[config.mk]
export PLATFORM = sky130hd
export DESIGN_NAME = div_seq_flat
export DESIGN_NICKNAME = d
export VERILOG_FILES = /design/src/rtl/div_seq_if.sv /design/src/rtl/div_seq.sv /design/src/flat_wrapper.sv
export SDC_FILE = /design/constraint.sdc
export NUM_CORES = 1
export LEC_CHECK = 0
export ABC_CLOCK_PERIOD_IN_PS = 3300
export CORE_MARGIN = 2
export CORE_UTILIZATION = 25
export DETAILED_ROUTE_END_ITERATION = 12
export GPL_TIMING_DRIVEN = 0
export SETUP_SLACK_MARGIN = 0.1
export SLEW_MARGIN = 20
export SYNTH_ARGS = -nofsm -noshare
export SYNTH_HDL_FRONTEND = slang
export SYNTH_SLANG_ARGS = --single-unit
[constraint.sdc]
create_clock -name clk -period 3.3 [get_ports clk]
set_input_delay 0.66 -clock clk [delete_from_list [all_inputs] [get_ports clk]]
set_output_delay 0.66 -clock clk [all_outputs]
set_load 0.05 [all_outputs]
[src/rtl/div_seq_if.sv]
// -----------------------------------------------------------------------------
// div_seq_if
// Start/done handshake and operand/result bus of the sequential signed divider.
//   inicio     start request (master -> divider)
//   dividendo  8-bit two's-complement dividend (master -> divider)
//   divisor    4-bit two's-complement divisor (master -> divider)
//   cociente   4-bit two's-complement quotient (divider -> master)
//   resto      4-bit two's-complement remainder, sign of dividend (divider -> master)
//   fin        one-cycle result-ready pulse (divider -> master)
//   ocupado    operation in progress (divider -> master)
//   error      divide-by-zero or quotient overflow on last operation (divider -> master)
// Signals are carried as raw bit vectors; the divider interprets them as signed.
// -----------------------------------------------------------------------------
interface div_seq_if;
    logic       inicio;
    logic [7:0] dividendo;
    logic [3:0] divisor;
    logic [3:0] cociente;
    logic [3:0] resto;
    logic       fin;
    logic       ocupado;
    logic       error;

    modport master (
        output inicio, dividendo, divisor,
        input  cociente, resto, fin, ocupado, error
    );

    modport slave (
        input  inicio, dividendo, divisor,
        output cociente, resto, fin, ocupado, error
    );
endinterface

[src/rtl/div_seq.sv]
// -----------------------------------------------------------------------------
// div_seq
// Sequential signed divider pairing with the 4x4 Booth multiplier: 8-bit
// dividend / 4-bit divisor -> 4-bit quotient and 4-bit remainder. Restoring
// division on magnitudes, one quotient bit per clock (8 cycles), followed by a
// sign-correction / overflow-check cycle. Latency from accepting edge to fin is
// 9 cycles; a new start is accepted in the fin cycle.
// Ports:
//   clk    clock, rising edge
//   reset  asynchronous, active-low reset
//   bus    div_seq_if.slave: inicio/dividendo/divisor in,
//          cociente/resto/fin/ocupado/error out (all registered)
// -----------------------------------------------------------------------------
module div_seq (
    input  logic       clk,
    input  logic       reset,
    div_seq_if.slave   bus
);

    typedef enum logic [1:0] {
        REPOSO  = 2'd0,
        DIVIDE  = 2'd1,
        CORRIGE = 2'd2
    } state_t;

    // Magnitude of an 8-bit signed value; -128 maps to 128 as unsigned.
    function automatic logic [7:0] mag8(input logic signed [7:0] v);
        mag8 = v[7] ? $unsigned(-v) : $unsigned(v);
    endfunction

    // Magnitude of a 4-bit signed value; -8 maps to 8 as unsigned.
    function automatic logic [3:0] mag4(input logic signed [3:0] v);
        mag4 = v[3] ? $unsigned(-v) : $unsigned(v);
    endfunction

    // Re-apply a sign to a 4-bit magnitude (magnitude 8 with neg gives -8).
    function automatic logic signed [3:0] apply_sign(input logic [3:0] m,
                                                     input logic       neg);
        apply_sign = neg ? -$signed(m) : $signed(m);
    endfunction

    state_t            state, state_nxt;
    logic [7:0]        d_reg, d_nxt;        // dividend shifting out / quotient shifting in
    logic [3:0]        m_reg, m_nxt;        // divisor magnitude
    logic [4:0]        r_reg, r_nxt;        // partial remainder
    logic [2:0]        cnt_reg, cnt_nxt;
    logic              sign_quo, sign_quo_nxt;
    logic              sign_rem, sign_rem_nxt;
    logic              cero, cero_nxt;
    logic signed [3:0] cociente_reg, cociente_nxt;
    logic signed [3:0] resto_reg, resto_nxt;
    logic              fin_reg, fin_nxt;
    logic              ocupado_reg, ocupado_nxt;
    logic              error_reg, error_nxt;

    logic [4:0]        trial;
    logic              trial_ge;
    logic              ovf;

    always_ff @(posedge clk or negedge reset) begin
        if (!reset) begin
            state        <= REPOSO;
            d_reg        <= '0;
            m_reg        <= '0;
            r_reg        <= '0;
            cnt_reg      <= '0;
            sign_quo     <= 1'b0;
            sign_rem     <= 1'b0;
            cero         <= 1'b0;
            cociente_reg <= '0;
            resto_reg    <= '0;
            fin_reg      <= 1'b0;
            ocupado_reg  <= 1'b0;
            error_reg    <= 1'b0;
        end else begin
            state        <= state_nxt;
            d_reg        <= d_nxt;
            m_reg        <= m_nxt;
            r_reg        <= r_nxt;
            cnt_reg      <= cnt_nxt;
            sign_quo     <= sign_quo_nxt;
            sign_rem     <= sign_rem_nxt;
            cero         <= cero_nxt;
            cociente_reg <= cociente_nxt;
            resto_reg    <= resto_nxt;
            fin_reg      <= fin_nxt;
            ocupado_reg  <= ocupado_nxt;
            error_reg    <= error_nxt;
        end
    end

    always_comb begin
        state_nxt    = state;
        d_nxt        = d_reg;
        m_nxt        = m_reg;
        r_nxt        = r_reg;
        cnt_nxt      = cnt_reg;
        sign_quo_nxt = sign_quo;
        sign_rem_nxt = sign_rem;
        cero_nxt     = cero;
        cociente_nxt = cociente_reg;
        resto_nxt    = resto_reg;
        fin_nxt      = 1'b0;
        ocupado_nxt  = ocupado_reg;
        error_nxt    = error_reg;

        // Restoring step: shift the next dividend bit into the remainder and
        // subtract the divisor when it fits. R < M <= 8 always, so R[3:0] holds it.
        trial    = {r_reg[3:0], d_reg[7]};
        trial_ge = (trial >= {1'b0, m_reg});
        ovf      = cero | (sign_quo ? (d_reg > 8'd8) : (d_reg > 8'd7));

        unique case (state)
            REPOSO: begin
                if (bus.inicio) begin
                    d_nxt        = mag8($signed(bus.dividendo));
                    m_nxt        = mag4($signed(bus.divisor));
                    r_nxt        = '0;
                    cnt_nxt      = '0;
                    sign_quo_nxt = bus.dividendo[7] ^ bus.divisor[3];
                    sign_rem_nxt = bus.dividendo[7];
                    cero_nxt     = (bus.divisor == 4'd0);
                    ocupado_nxt  = 1'b1;
                    state_nxt    = DIVIDE;
                end
            end
            DIVIDE: begin
                r_nxt   = trial_ge ? (trial - {1'b0, m_reg}) : trial;
                d_nxt   = {d_reg[6:0], trial_ge};
                cnt_nxt = cnt_reg + 3'd1;
                if (cnt_reg == 3'd7) begin
                    state_nxt = CORRIGE;
                end
            end
            CORRIGE: begin
                // Divide-by-zero ran the same sequence; its datapath result is dropped here.
                if (ovf) begin
                    cociente_nxt = '0;
                    resto_nxt    = '0;
                    error_nxt    = 1'b1;
                end else begin
                    cociente_nxt = apply_sign(d_reg[3:0], sign_quo);
                    resto_nxt    = apply_sign(r_reg[3:0], sign_rem);
                    error_nxt    = 1'b0;
                end
                fin_nxt     = 1'b1;
                ocupado_nxt = 1'b0;
                state_nxt   = REPOSO;
            end
            default: begin
                state_nxt = REPOSO;
            end
        endcase
    end

    assign bus.cociente = cociente_reg;
    assign bus.resto    = resto_reg;
    assign bus.fin      = fin_reg;
    assign bus.ocupado  = ocupado_reg;
    assign bus.error    = error_reg;

endmodule
[src/flat_wrapper.sv]
// flat-port wrapper written by rule: the top's interface ports become plain ports
module div_seq_flat 
  (clk, reset, bus_inicio, bus_dividendo, bus_divisor, bus_cociente, bus_resto, bus_fin, bus_ocupado, bus_error);
  div_seq_if bus_i ();
  input  logic clk;
  input  logic reset;
  input wire logic [$bits(bus_i.inicio)-1:0] bus_inicio;
  input wire logic [$bits(bus_i.dividendo)-1:0] bus_dividendo;
  input wire logic [$bits(bus_i.divisor)-1:0] bus_divisor;
  output wire logic [$bits(bus_i.cociente)-1:0] bus_cociente;
  output wire logic [$bits(bus_i.resto)-1:0] bus_resto;
  output wire logic [$bits(bus_i.fin)-1:0] bus_fin;
  output wire logic [$bits(bus_i.ocupado)-1:0] bus_ocupado;
  output wire logic [$bits(bus_i.error)-1:0] bus_error;
  assign bus_i.inicio = bus_inicio;
  assign bus_i.dividendo = bus_dividendo;
  assign bus_i.divisor = bus_divisor;
  assign bus_cociente = bus_i.cociente;
  assign bus_resto = bus_i.resto;
  assign bus_fin = bus_i.fin;
  assign bus_ocupado = bus_i.ocupado;
  assign bus_error = bus_i.error;
  div_seq u_core (.clk(clk), .reset(reset), .bus(bus_i));
endmodule
# Word-level counts from Yosys, hierarchy flattened
# Cells that the tools add are included.
# op_classes
add_sub_neg	6
n_mul	0
n_div	0
order_cmp	3
eq_ne	5
shifts	0
n_mux	21
bitwise	2
n_reduce_logical	8
# op_table
cell	count
two-way mux 4 bit	7
two-way mux 8 bit	2
one-hot mux 8 bit (2 select lines)	1
negator 4 bit	3
> comparator 8 x 3 -> 1 bit (second input constant)	1
> comparator 8 x 4 -> 1 bit (second input constant)	1
negator 8 bit	1
one-hot mux 4 bit (2 select lines)	1
AND reduction 2 bit	4
one-hot mux 3 bit (2 select lines)	1
>= comparator 5 x 4 -> 1 bit	1
logical NOT 4 bit	1
two-way mux 1 bit	4
two-way mux 2 bit	2
one-hot mux 2 bit (2 select lines)	1
nonzero test 2 bit	2
subtractor 4 bit	1
adder 3 x 1 -> 3 bit (second input constant)	1
equality test 3 bit (second input constant)	1
two-way mux 3 bit	1
equality test 2 x 1 -> 1 bit (second input constant)	1
equality test 2 bit (second input constant)	1
logical NOT 2 bit	1
inequality test 2 x 1 -> 1 bit (second input constant)	1
other kinds (4)	4
# totals
register_bits	35
latchBits	0
ram_bits	0
mem_bits_ro	0
output_inout_bits	11
n_memories	0

# Depth between registers and ports, before layout
# Gate-level depths: netlist (run 1).
# logic_depth
ltp_word	4
depth_mapped	7
depth_no_buf	7

# Least setup slack after synthesis (run 1)
# Ideal clock, no wire load.
# synth_timing
kind	reg-to-reg
start	register u_core.r_reg[1]
end	register u_core.d_reg[0]
setup_time_ns	0.126
t_arrival_ns	1.576
required_time_ns	3.174
slack_ns	1.598
stages_incl_launch_ff	6
path_buffers	0
period_less_slack_ns	1.702
path_cell_list	dfrtp_1 ha_1 o21ai_0 a21oi_1 or2_2 a221o_1
# synth_via
elab_chain_len	2
# synth_lines
element	line	source
start: declaration	div_seq.sv:45	logic [4:0] r_reg, r_nxt;
start signal: assignment	div_seq.sv:79	r_reg <= r_nxt;
>= comparator 5 x 4 -> 1 bit	div_seq.sv:110	trial_ge = (trial >= {1'b0, m_reg});
one-hot mux 8 bit (2 select lines)	div_seq.sv:113	unique case (state)
end signal: assignment	div_seq.sv:77	d_reg <= d_nxt;
end: declaration	div_seq.sv:43	logic [7:0] d_reg, d_nxt;
# No other way between the ends.
# A chain may end at the register's enable or synchronous reset.

# Worst setup path after layout (run 1)
# layout_timing
start	input bus_inicio
end	register u_core.d_reg[6]
# layout_via
elab_chain_len	2
# layout_lines
element	line	source
start: declaration	flat_wrapper.sv:7	input wire logic [$bits(bus_i.inicio)-1:0] bus_inicio;
inequality test 2 bit (no line)	--	
AND reduction 2 bit (no line)	--	
# No other way between the ends.

==> impl_results.md, run 1 <==
- Clock slew at reported path FFs: 70 ps
- Clock Latency Late Sink: 280 ps
- Final period util: 65.6%
- HPWL after DPL: 3.07 mm
- Leakage: 1.06 nW
- Synthesis-to-finish area growth: 26.4%
- Clk_skew: 8.49 ps
- Post-synth top area share: 45.9%
- Status: finished, final reports clean
- HP Class: in -> async
- DR DRC count: 0
- DIE HEIGHT: 91.4 µm
- Crit-path slowest cell: clkdlybuf4s50_1
- CP cell instances: clkdlybuf4s50_1, nor3b_2, nor2_1, a221oi_1, o21ai_0
- Startpoint Class: primary input
- Inserted Diodes: 0
- Final Hold Vio Count: 0
- Top_reg_cell synth: dfrtp_1
- WS Path Type: in -> reg
- Critical path arrival: 2320 ps
- Core Box Area: 7330 µm²
- Worst setup EP type: register
- Chip Width: 91.4 µm
- FF-to-FF End: u_core.d_reg[0]
- Syn_area_per_cell: 9.45 µm²
- Yosys warnings: 0
- Remaining global-route overflow: 0
- Relative slew margins: 63.9%
- Layout cells sized above 1: 8.51%
- Clk network pwr share: 16.9%
- Min Tclk post-route: 2160 ps
- CP peak stage delay: 520 ps
- Synth top cells by count: dfrtp_1, nand2_1, o21ai_0
- Final RePlAce weighted congestion: 0.771
- Power Internal: 1.34 mW
- Async S/R FF share, synth: 100%
- Max Fclk: 462 MHz
- Via count: 1527
- Synth Register Bits: 35
- P_sw: 1.00 mW
- Max cap viols: 0
- FP Rows: 31
- Synth Instances: 202
- Input/output buffers: 24
- Reg2Reg Setup Slack: 1400 ps
- Cts hold-fix bufs: 0
- Die ar.: 8350 µm²
- Vias in the first global route: 1473
- Initial Utilization: 26.0%
- H-tree Lvls: 2
- Sink Count: 35
- Yosys cell types: 40
- Synth Net Count: 228
- Sw frac: 42.7%
- Cell count of the worst reg-to-reg path: 5
- Final Cell Area: 2410 µm²
- Number of enable flip-flop cells after synthesis: 0
- First DRT Iteration DRCs: 64
- Post CTS Setup Buffer Count: 0
- Pwr Density: 971 nW/µm²
- Grt met1 use: 14.8%
- Antenna Nets Post-Route: 0
- Post-layout util: 32.9%
- WL/cell: 11.9 µm
- Clock root buffer: clkbuf_8
- Worst vdd ir: 0.245 mV
- Flip-flop count of the largest register after layout: 8
- Gr usage total: 10.7%
- Required time of the critical path: 3450 ps
- Most frequent cell after synthesis: dfrtp_1
- Setup_tns: 0 ps
- M3 GR Usage: 3.07%
- Dominant cells by area after synthesis: dfrtp_1, ha_1, nand2_1
- NumNets Final: 260
- Largest net degree at the start of global routing: 22
- Drt via density: 4.57
- Buf+Inv Stages, Crit Path: 1
- Delay-heaviest family, CP: simple AND/OR/NAND/NOR gates
- Final setup violation count: 0
- Seq pwr share: 34.0%
- Slew @ Worst Pin: 540 ps
- Post-Route WL: 3.96 mm
- Detailed Routing Iterations Pass 1: 4
- Dpl cell area: 2290 µm²
- TritonCTS buffer count: 5
- Met2 usage: 16.1%
- Worst r2r src: u_core.r_reg[1]
- CTS tree: yes
- Crit path max fanout: 8
- Comb pwr share: 49.0%
- RSZ-0062 raised after global routing: false
- Sequential area share after synthesis: 45.9%
- Initial antenna violation count: 0
- CTS Buffer Depth: 2
- Mapped Area: 1910 µm²
- # resized after CTS: 0
- Layer with the highest usage: met2
- # IOs: 26
- First-pass GRT wire length: 7.18 mm
- Post-synth top area cell: dfrtp_1
- Slew Viols, Final: 0
[cells by family (layout without fill, tap and decap cells)]
group           Yosys count  count (layout)  synth area share, %
mux                       5               5                 2.62
buf+inv                  22              55                 5.38
xor+xnor                 11              11                 5.05
simple gates             71              71                 18.0
flops                    35              35                 45.9
fa+ha+maj                11              11                 7.61
compound gates           47              47                 15.4
[worst register-to-register path: cells and delay by family, from the launching register on]
family,cells,cell delay [ps]
compound gates,3,590
fa+ha+maj,1,390
flops,1,460
simple gates,1,350
[worst max-delay path by stage]
| stage | slack [ps] | cells past startpoint | startpoint | to |
|---|---|---|---|---|
| floorplan | 1600 | 5 | u_core.r_reg[1] | u_core.d_reg[0] |
| global placement | 820 | 1 | reset | u_core.m_reg[3] |
| detailed placement | 820 | 5 | bus_inicio | u_core.d_reg[6] |
| CTS | 1120 | 5 | bus_inicio | u_core.d_reg[6] |
| global route | 890 | 5 | bus_inicio | u_core.d_reg[6] |
| finish | 1140 | 5 | bus_inicio | u_core.d_reg[6] |
[per-stage QoR]
step / hold WS [ps] / std cells / power (mW) / setup WS [ps]
2_1_floorplan: 364 / 202 / 1.62 / 1600
3_3_place_gp: 464 / 325 / 1.93 / 822
3_5_place_dp: 473 / 326 / 1.96 / 820
4_1_cts: 289 / 334 / 2.36 / 1120
5_1_grt: 296 / 334 / 2.57 / 894
6_report: 280 / 334 / 2.34 / 1140
[placed cells by master (no fill, tap or decap), drive strengths merged, types with 5 or more instances in the layout]
cell type	instances
mux2i	5
clkbuf	6
nand2	30
ha	10
inv	15
o21ai	24
nand3	8
dfrtp	35
nor2	12
buf	9
xnor2	6
nor2b	5
clkdlybuf4s50	23
xor2	5
o211ai	5
[power by group through the flow]
| stage | clock [mW] | combinational (mW) | sequential [mW] |
|---|---|---|---|
| 3_5_place_dp | 0 | 1.16 | 0.803 |
| 6_report | 0.397 | 1.15 | 0.796 |
| 5_1_grt | 0.429 | 1.31 | 0.828 |
| 2_1_floorplan | 0 | 0.681 | 0.943 |
| 4_1_cts | 0.406 | 1.16 | 0.795 |
| 3_3_place_gp | 0 | 1.13 | 0.796 |
[routing by layer]
metal  vias up  wire (µm)
met5         -          0
met4         0         38
met3         5        185
met2        33       1710
met1       724       2020
li1        765          -
[layout make-up]
type | instances | area (µm²)
buffer | 7 | 46.3
clock buffer | 6 | 82.6
clock inverter | 2 | 35.0
fill | 743 | 4920
inverter | 15 | 56.3
multi-input combinational | 145 | 930
sequential | 35 | 876
tap | 99 | 124
timing repair buffer | 25 | 263
No activity file was read; power rests on OpenSTA's default activity.
==> run 2, diff against run 1 <==
--- a/config.mk
+++ b/config.mk
@@ -5,7 +5,7 @@
 export SDC_FILE = /design/constraint.sdc
 export NUM_CORES = 1
 export LEC_CHECK = 0
-export ABC_CLOCK_PERIOD_IN_PS = 3300
+export ABC_CLOCK_PERIOD_IN_PS = 2000
 export CORE_MARGIN = 2
 export CORE_UTILIZATION = 25
 export DETAILED_ROUTE_END_ITERATION = 12
==> constraint.sdc (replaced) <==
create_clock -name clk -period 2 [get_ports clk]
set_input_delay 0.4 -clock clk [delete_from_list [all_inputs] [get_ports clk]]
set_output_delay 0.4 -clock clk [all_outputs]
set_load 0.05 [all_outputs]
==> run 2 against run 1 <==
Compared with the run above: non-clock buffer count up 2; combinational power up 69%; setup slack worse by 980 ps; cell area up 1.5%; flip-flop and latch count unchanged; final cell count up 0.60%; sequential share of layout area down 0.47 points; via count up 0.13%; clock power up 65%; wire length up 1.7%; first-iteration DRC count up 13%.
==> impl_results.md, run 2 (synthesized netlist as in run 1, its figures left out) <==
- Flip-flop count of the largest register after layout: 8 (unchanged)
- Delay-heaviest family, CP: buffers and inverters
- Min Tclk post-route: 1850 ps
- Antenna Nets Post-Route: 0 (unchanged)
- Startpoint Class: register
- Setup_tns: 0 ps (unchanged)
- Chip Width: 91.4 µm (unchanged)
- Seq. cell area: 877 µm² (+0.14%)
- Largest net degree at the start of global routing: 22 (unchanged)
- Final Hold Vio Count: 0 (unchanged)
- CP peak stage delay: 810 ps (+290 ps)
- Initial antenna violation count: 0 (unchanged)
- Critical path arrival: 1450 ps (-870 ps)
- DIE HEIGHT: 91.4 µm (unchanged)
- Clock root buffer: clkbuf_8
- CTS Buffer Depth: 2 (unchanged)
- HPWL after DPL: 3.07 mm (unchanged)
- Post-Route WL: 4.03 mm (+1.7%)
- Synthesis-to-finish area growth: 28.3%
- Worst r2r src: u_core.r_reg[2]
- Vias in the first global route: 1472 (-0.068%)
- RSZ-0062 raised after global routing: false
- Most common cell after layout, fill and taps aside: dfrtp_1
- Max Fclk: 541 MHz
- TritonCTS buffer count: 5 (unchanged)
- Clk_skew: 8.16 ps (-0.332 ps)
- Clock Latency Late Sink: 280 ps (about the same)
- FF-to-FF End: u_core.d_reg[0]
- Remaining global-route overflow: 0 (unchanged)
- Gr usage total: 10.7% (-0.018 points)
- Slew Viols, Final: 0 (unchanged)
- Leakage: 1.07 nW (+0.95%)
- Pwr Density: 1600 nW/µm² (+65%)
- Die ar.: 8350 µm² (unchanged)
- Clock slew at reported path FFs: 70 ps (about the same)
- Status: finished, final reports clean
- CP cell instances: clkdlybuf4s50_1
- Via count: 1529 (+0.13%)
- Relative slew margins: 64.7% (+0.85 points)
- WL/cell: 12.0 µm (+1.1%)
- Crit path max fanout: 2 (-6)
- Leading cell types in the layout, fill and taps excluded: dfrtp_1, nand2_1, clkdlybuf4s50_1
- H-tree Lvls: 2 (unchanged)
- Post-layout util: 33.4% (+0.48 points)
- Multi-input gate area: 948 µm² (+2.0%)
- First-pass GRT wire length: 7.16 mm (-0.28%)
- Core Box Area: 7330 µm² (unchanged)
- Layout cells sized above 1: 10.1% (+1.6 points)
- Crit-path slowest cell: clkdlybuf4s50_1
- First DRT Iteration DRCs: 72 (+13%)
- Cts hold-fix bufs: 0 (unchanged)
- Final RePlAce weighted congestion: 0.771 (unchanged)
- Drt via density: 4.55 (-0.47%)
- DR DRC count: 0 (unchanged)
- Hold Slack: 19.1 ps (-261 ps)
- Cell count of the worst reg-to-reg path: 5 (unchanged)
- CTS tree: yes
- Buf+Inv Stages, Crit Path: 1 (unchanged)
- # IOs: 26 (unchanged)
- Worst vdd ir: 0.412 mV (+68%)
- Final setup violation count: 0 (unchanged)
- Inserted Diodes: 0 (unchanged)
- NumNets Final: 262 (+0.77%)
- WS Path Type: reg -> out
- Sink Count: 35 (unchanged)
- Reg2Reg Setup Slack: 190 ps (-1210 ps)
- Fillers: 741 (-0.27%)
- Input/output buffers: 24 (unchanged)
- Max cap viols: 0 (unchanged)
- FP Rows: 31 (unchanged)
- Worst setup EP type: output port
- Slew @ Worst Pin: 527 ps (-12.7 ps)
- Final period util: 92.4%
- HP Class: in -> async
- Initial Utilization: 26.0% (unchanged)
- Detailed Routing Iterations Pass 1: 4 (unchanged)
- Required time of the critical path: 1600 ps (-1850 ps)
run 2: cell types whose count changed in the layout (fill, tap and decap cells not counted), sizes merged:
cell / before / now
buf: 9 / 11
run 2: how the worst max path moves through the flow:
stage,cells past startpoint,to,slack [ps],from
2_1_floorplan,5,u_core.d_reg[0],300,u_core.r_reg[1]
6_report,1,bus_resto[3],150,u_core.bus.resto[3]
4_1_cts,5,u_core.d_reg[0],120,u_core.r_reg[1]
3_3_place_gp,1,u_core.m_reg[3],-220,reset
3_5_place_dp,5,u_core.d_reg[6],-220,bus_inicio
5_1_grt,1,bus_ocupado,110,u_core.bus.ocupado
run 2: final cells by class:
class	instances	area share, %
tap	99	5.06
inverter	15	2.30
buffer	7	1.89
multi-input combinational	145	38.8
clock buffer	6	3.37
timing repair buffer	27	11.3
clock inverter	2	1.43
sequential	35	35.8
run 2: power breakdown:
group          internal (mW)  leakage [nW]  switching (mW)
Sequential              1.03         0.434           0.292
Combinational          0.819         0.577            1.13
Clock                  0.403        0.0612           0.253
Total                   2.26          1.07            1.67
run 2: through the flow:
step / cells / instance area, µm² / setup slack [ps] / power, mW
floorplan: 202 / 1910 / 298 / 2.68
global placement: 325 / 2270 / -218 / 3.18
detailed placement: 326 / 2290 / -220 / 3.23
CTS: 334 / 2420 / 116 / 3.90
global route: 336 / 2450 / 108 / 4.29
finish: 336 / 2450 / 151 / 3.93
run 2: what timing repair did:
action,in CTS,in global routing
gates cloned,0,0
endpoints found under the setup margin,2,2
setup buffers,0,2
resized for setup,1,2
run 2: per-layer routing:
metal | vias to the layer above | part of all wire, % | GRT usage (%)
met5 | - | 0 | 0
met4 | 0 | 1.3 | 3.41
met3 | 7 | 3.8 | 3.24
met2 | 24 | 43 | 15.9
met1 | 728 | 52 | 14.7
li1 | 770 | - | -
==> run 3, diff against run 2 <==
--- a/config.mk
+++ b/config.mk
@@ -9,7 +9,7 @@
 export CORE_MARGIN = 2
 export CORE_UTILIZATION = 25
 export DETAILED_ROUTE_END_ITERATION = 12
-export GPL_TIMING_DRIVEN = 0
+export GPL_TIMING_DRIVEN = 1
 export SETUP_SLACK_MARGIN = 0.1
 export SLEW_MARGIN = 20
 export SYNTH_ARGS = -nofsm -noshare
==> run 3 against run 2 <==
Compared with the run above: critical endpoint unchanged; combinational power hardly changed; largest cell class unchanged; sequential share of layout area decreased by 0.14 points; global-route usage decreased by 0.20 points; largest power group unchanged.
==> impl_results.md, run 3 (synthesized netlist as in run 1, its figures left out) <==
- Clock root buffer: clkbuf_8
- Final period util: 92.0% (-0.41 points)
- Fillers: 745 (+0.54%)
- Worst setup EP type: output port
- Inserted Diodes: 0 (unchanged)
- Delay-heaviest family, CP: buffers and inverters
- Final RePlAce weighted congestion: 0.734 (-4.7%)
- Die ar.: 8350 µm² (unchanged)
- Max cap viols: 0 (unchanged)
- Leakage: 1.09 nW (+1.2%)
- Min Tclk post-route: 1840 ps (-8.21 ps)
- Initial antenna violation count: 0 (unchanged)
- TritonCTS buffer count: 5 (unchanged)
- Max Fclk: 543 MHz (+0.45%)
- Initial Utilization: 26.0% (unchanged)
- CTS tree: yes
- Buf+Inv Stages, Crit Path: 1 (unchanged)
- H-tree Lvls: 2 (unchanged)
- Crit path max fanout: 2 (unchanged)
- Drt via density: 4.42 (-2.9%)
- First-pass GRT wire length: 6.97 mm (-2.7%)
- Multi-input gate area: 930 µm² (-2.0%)
- Seq. cell area: 876 µm² (-0.14%)
- Design Power: 4.00 mW (+1.8%)
- Via count: 1493 (-2.4%)
- Worst vdd ir: 0.445 mV (+7.9%)
- Hold Slack: 478 ps (+459 ps)
- Required time of the critical path: 1600 ps (about the same)
- Vias in the first global route: 1497 (+1.7%)
- Startpoint Class: register
- CP cell instances: clkdlybuf4s50_1
- Clk_skew: 5.99 ps (-2.17 ps)
- Setup_tns: 0 ps (unchanged)
- Clock slew at reported path FFs: 70 ps (about the same)
- Sink Count: 35 (unchanged)
- Slew @ Worst Pin: 550 ps (+23.3 ps)
- Cts hold-fix bufs: 0 (unchanged)
- Final Hold Vio Count: 0 (unchanged)
- # IOs: 26 (unchanged)
- RSZ-0062 raised after global routing: false
- Post-Route WL: 3.91 mm (-3.0%)
- Status: finished, final reports clean
- Input/output buffers: 25 (+4.2%)
- HP Class: reg -> reg
- CP peak stage delay: 810 ps (about the same)
- HPWL after DPL: 2.95 mm (-3.7%)
- Antenna Nets Post-Route: 0 (unchanged)
- Critical path arrival: 1440 ps (about the same)
- First DRT Iteration DRCs: 83 (+15%)
- Slew Viols, Final: 0 (unchanged)
- DIE HEIGHT: 91.4 µm (unchanged)
- NumNets Final: 264 (+0.76%)
- Detailed Routing Iterations Pass 1: 4 (unchanged)
- Leading cell types in the layout, fill and taps excluded: dfrtp_1, nand2_1, clkdlybuf4s50_1
- Gr usage total: 10.5% (-0.20 points)
- Flip-flop count of the largest register after layout: 8 (unchanged)
- DR DRC count: 0 (unchanged)
- FP Rows: 31 (unchanged)
- Core Box Area: 7330 µm² (unchanged)
- Chip Width: 91.4 µm (unchanged)
- Synthesis-to-finish area growth: 28.6%
- WL/cell: 11.6 µm (-3.5%)
- Pwr Density: 1630 nW/µm² (+1.5%)
- CTS Buffer Depth: 2 (unchanged)
- Final setup violation count: 0 (unchanged)
- Post CTS Setup Buffer Count: 0 (unchanged)
- Layout cells sized above 1: 9.21% (-0.92 points)
- Crit-path slowest cell: clkdlybuf4s50_1
- Relative slew margins: 63.2% (-1.6 points)
- WS Path Type: reg -> out
- Remaining global-route overflow: 0 (unchanged)
- Largest net degree at the start of global routing: 36 (+64%)
- Most common cell after layout, fill and taps aside: dfrtp_1
- Clock Latency Late Sink: 290 ps (about the same)
-- run 3: final timing paths --
path                                        start                     end  slack [ps]  depth (start not counted)
max                           u_core.bus.resto[3]            bus_resto[3]         160                          1
min                        u_core.bus.cociente[3]  u_core.bus.cociente[3]         480                          2
max reg2reg                       u_core.r_reg[1]         u_core.d_reg[0]         240                          5
min reg2reg                u_core.bus.cociente[3]  u_core.bus.cociente[3]         480                          2
max in group asynchronous                   reset         u_core.m_reg[2]        1170                          2
min in group asynchronous                   reset         u_core.d_reg[3]         510                          2
-- run 3: routing by layer --
layer  up-vias  part of all wire (%)  wire [µm]  track usage, %
met3         7                   4.2        166            2.82
met4         0                   1.5         57            4.55
met5         -                     0          0               0
met1       686                    49       1920            13.6
met2        28                    45       1770            16.2
li1        772                     -          -               -
-- run 3: area by class of cell --
type	count	area share, %
Clock inverter	2	2.45
Timing Repair Buffer	36	13.7
Tap cell	99	5.05
Multi-Input combinational cell	145	37.9
Clock buffer	6	2.96
Sequential cell	35	35.7
Inverter	15	2.29
-- run 3: repair_timing --
item / CTS / global route
gates resized for setup: 0 / 1
setup endpoints to repair: 0 / 1
hold endpoints to repair: 0 / 0
-- run 3: where the power goes --
part	internal, mW	switching, mW	leakage (nW)	total [mW]
Sequential	1.03	0.247	0.435	1.28
Clock	0.498	0.254	0.0654	0.752
Combinational	0.812	1.15	0.585	1.96
Total	2.34	1.65	1.09	4.00
-- run 3: stage by stage --
stage               util, %  setup slack [ps]  area, µm²  cells
floorplan                 -               298       1910    202
global placement       31.6              14.6       2320    330
detailed placement     31.6              6.22       2320    330
CTS                    33.4               136       2450    338
global route           33.5               107       2450    338
finish                 33.5               159       2450    338
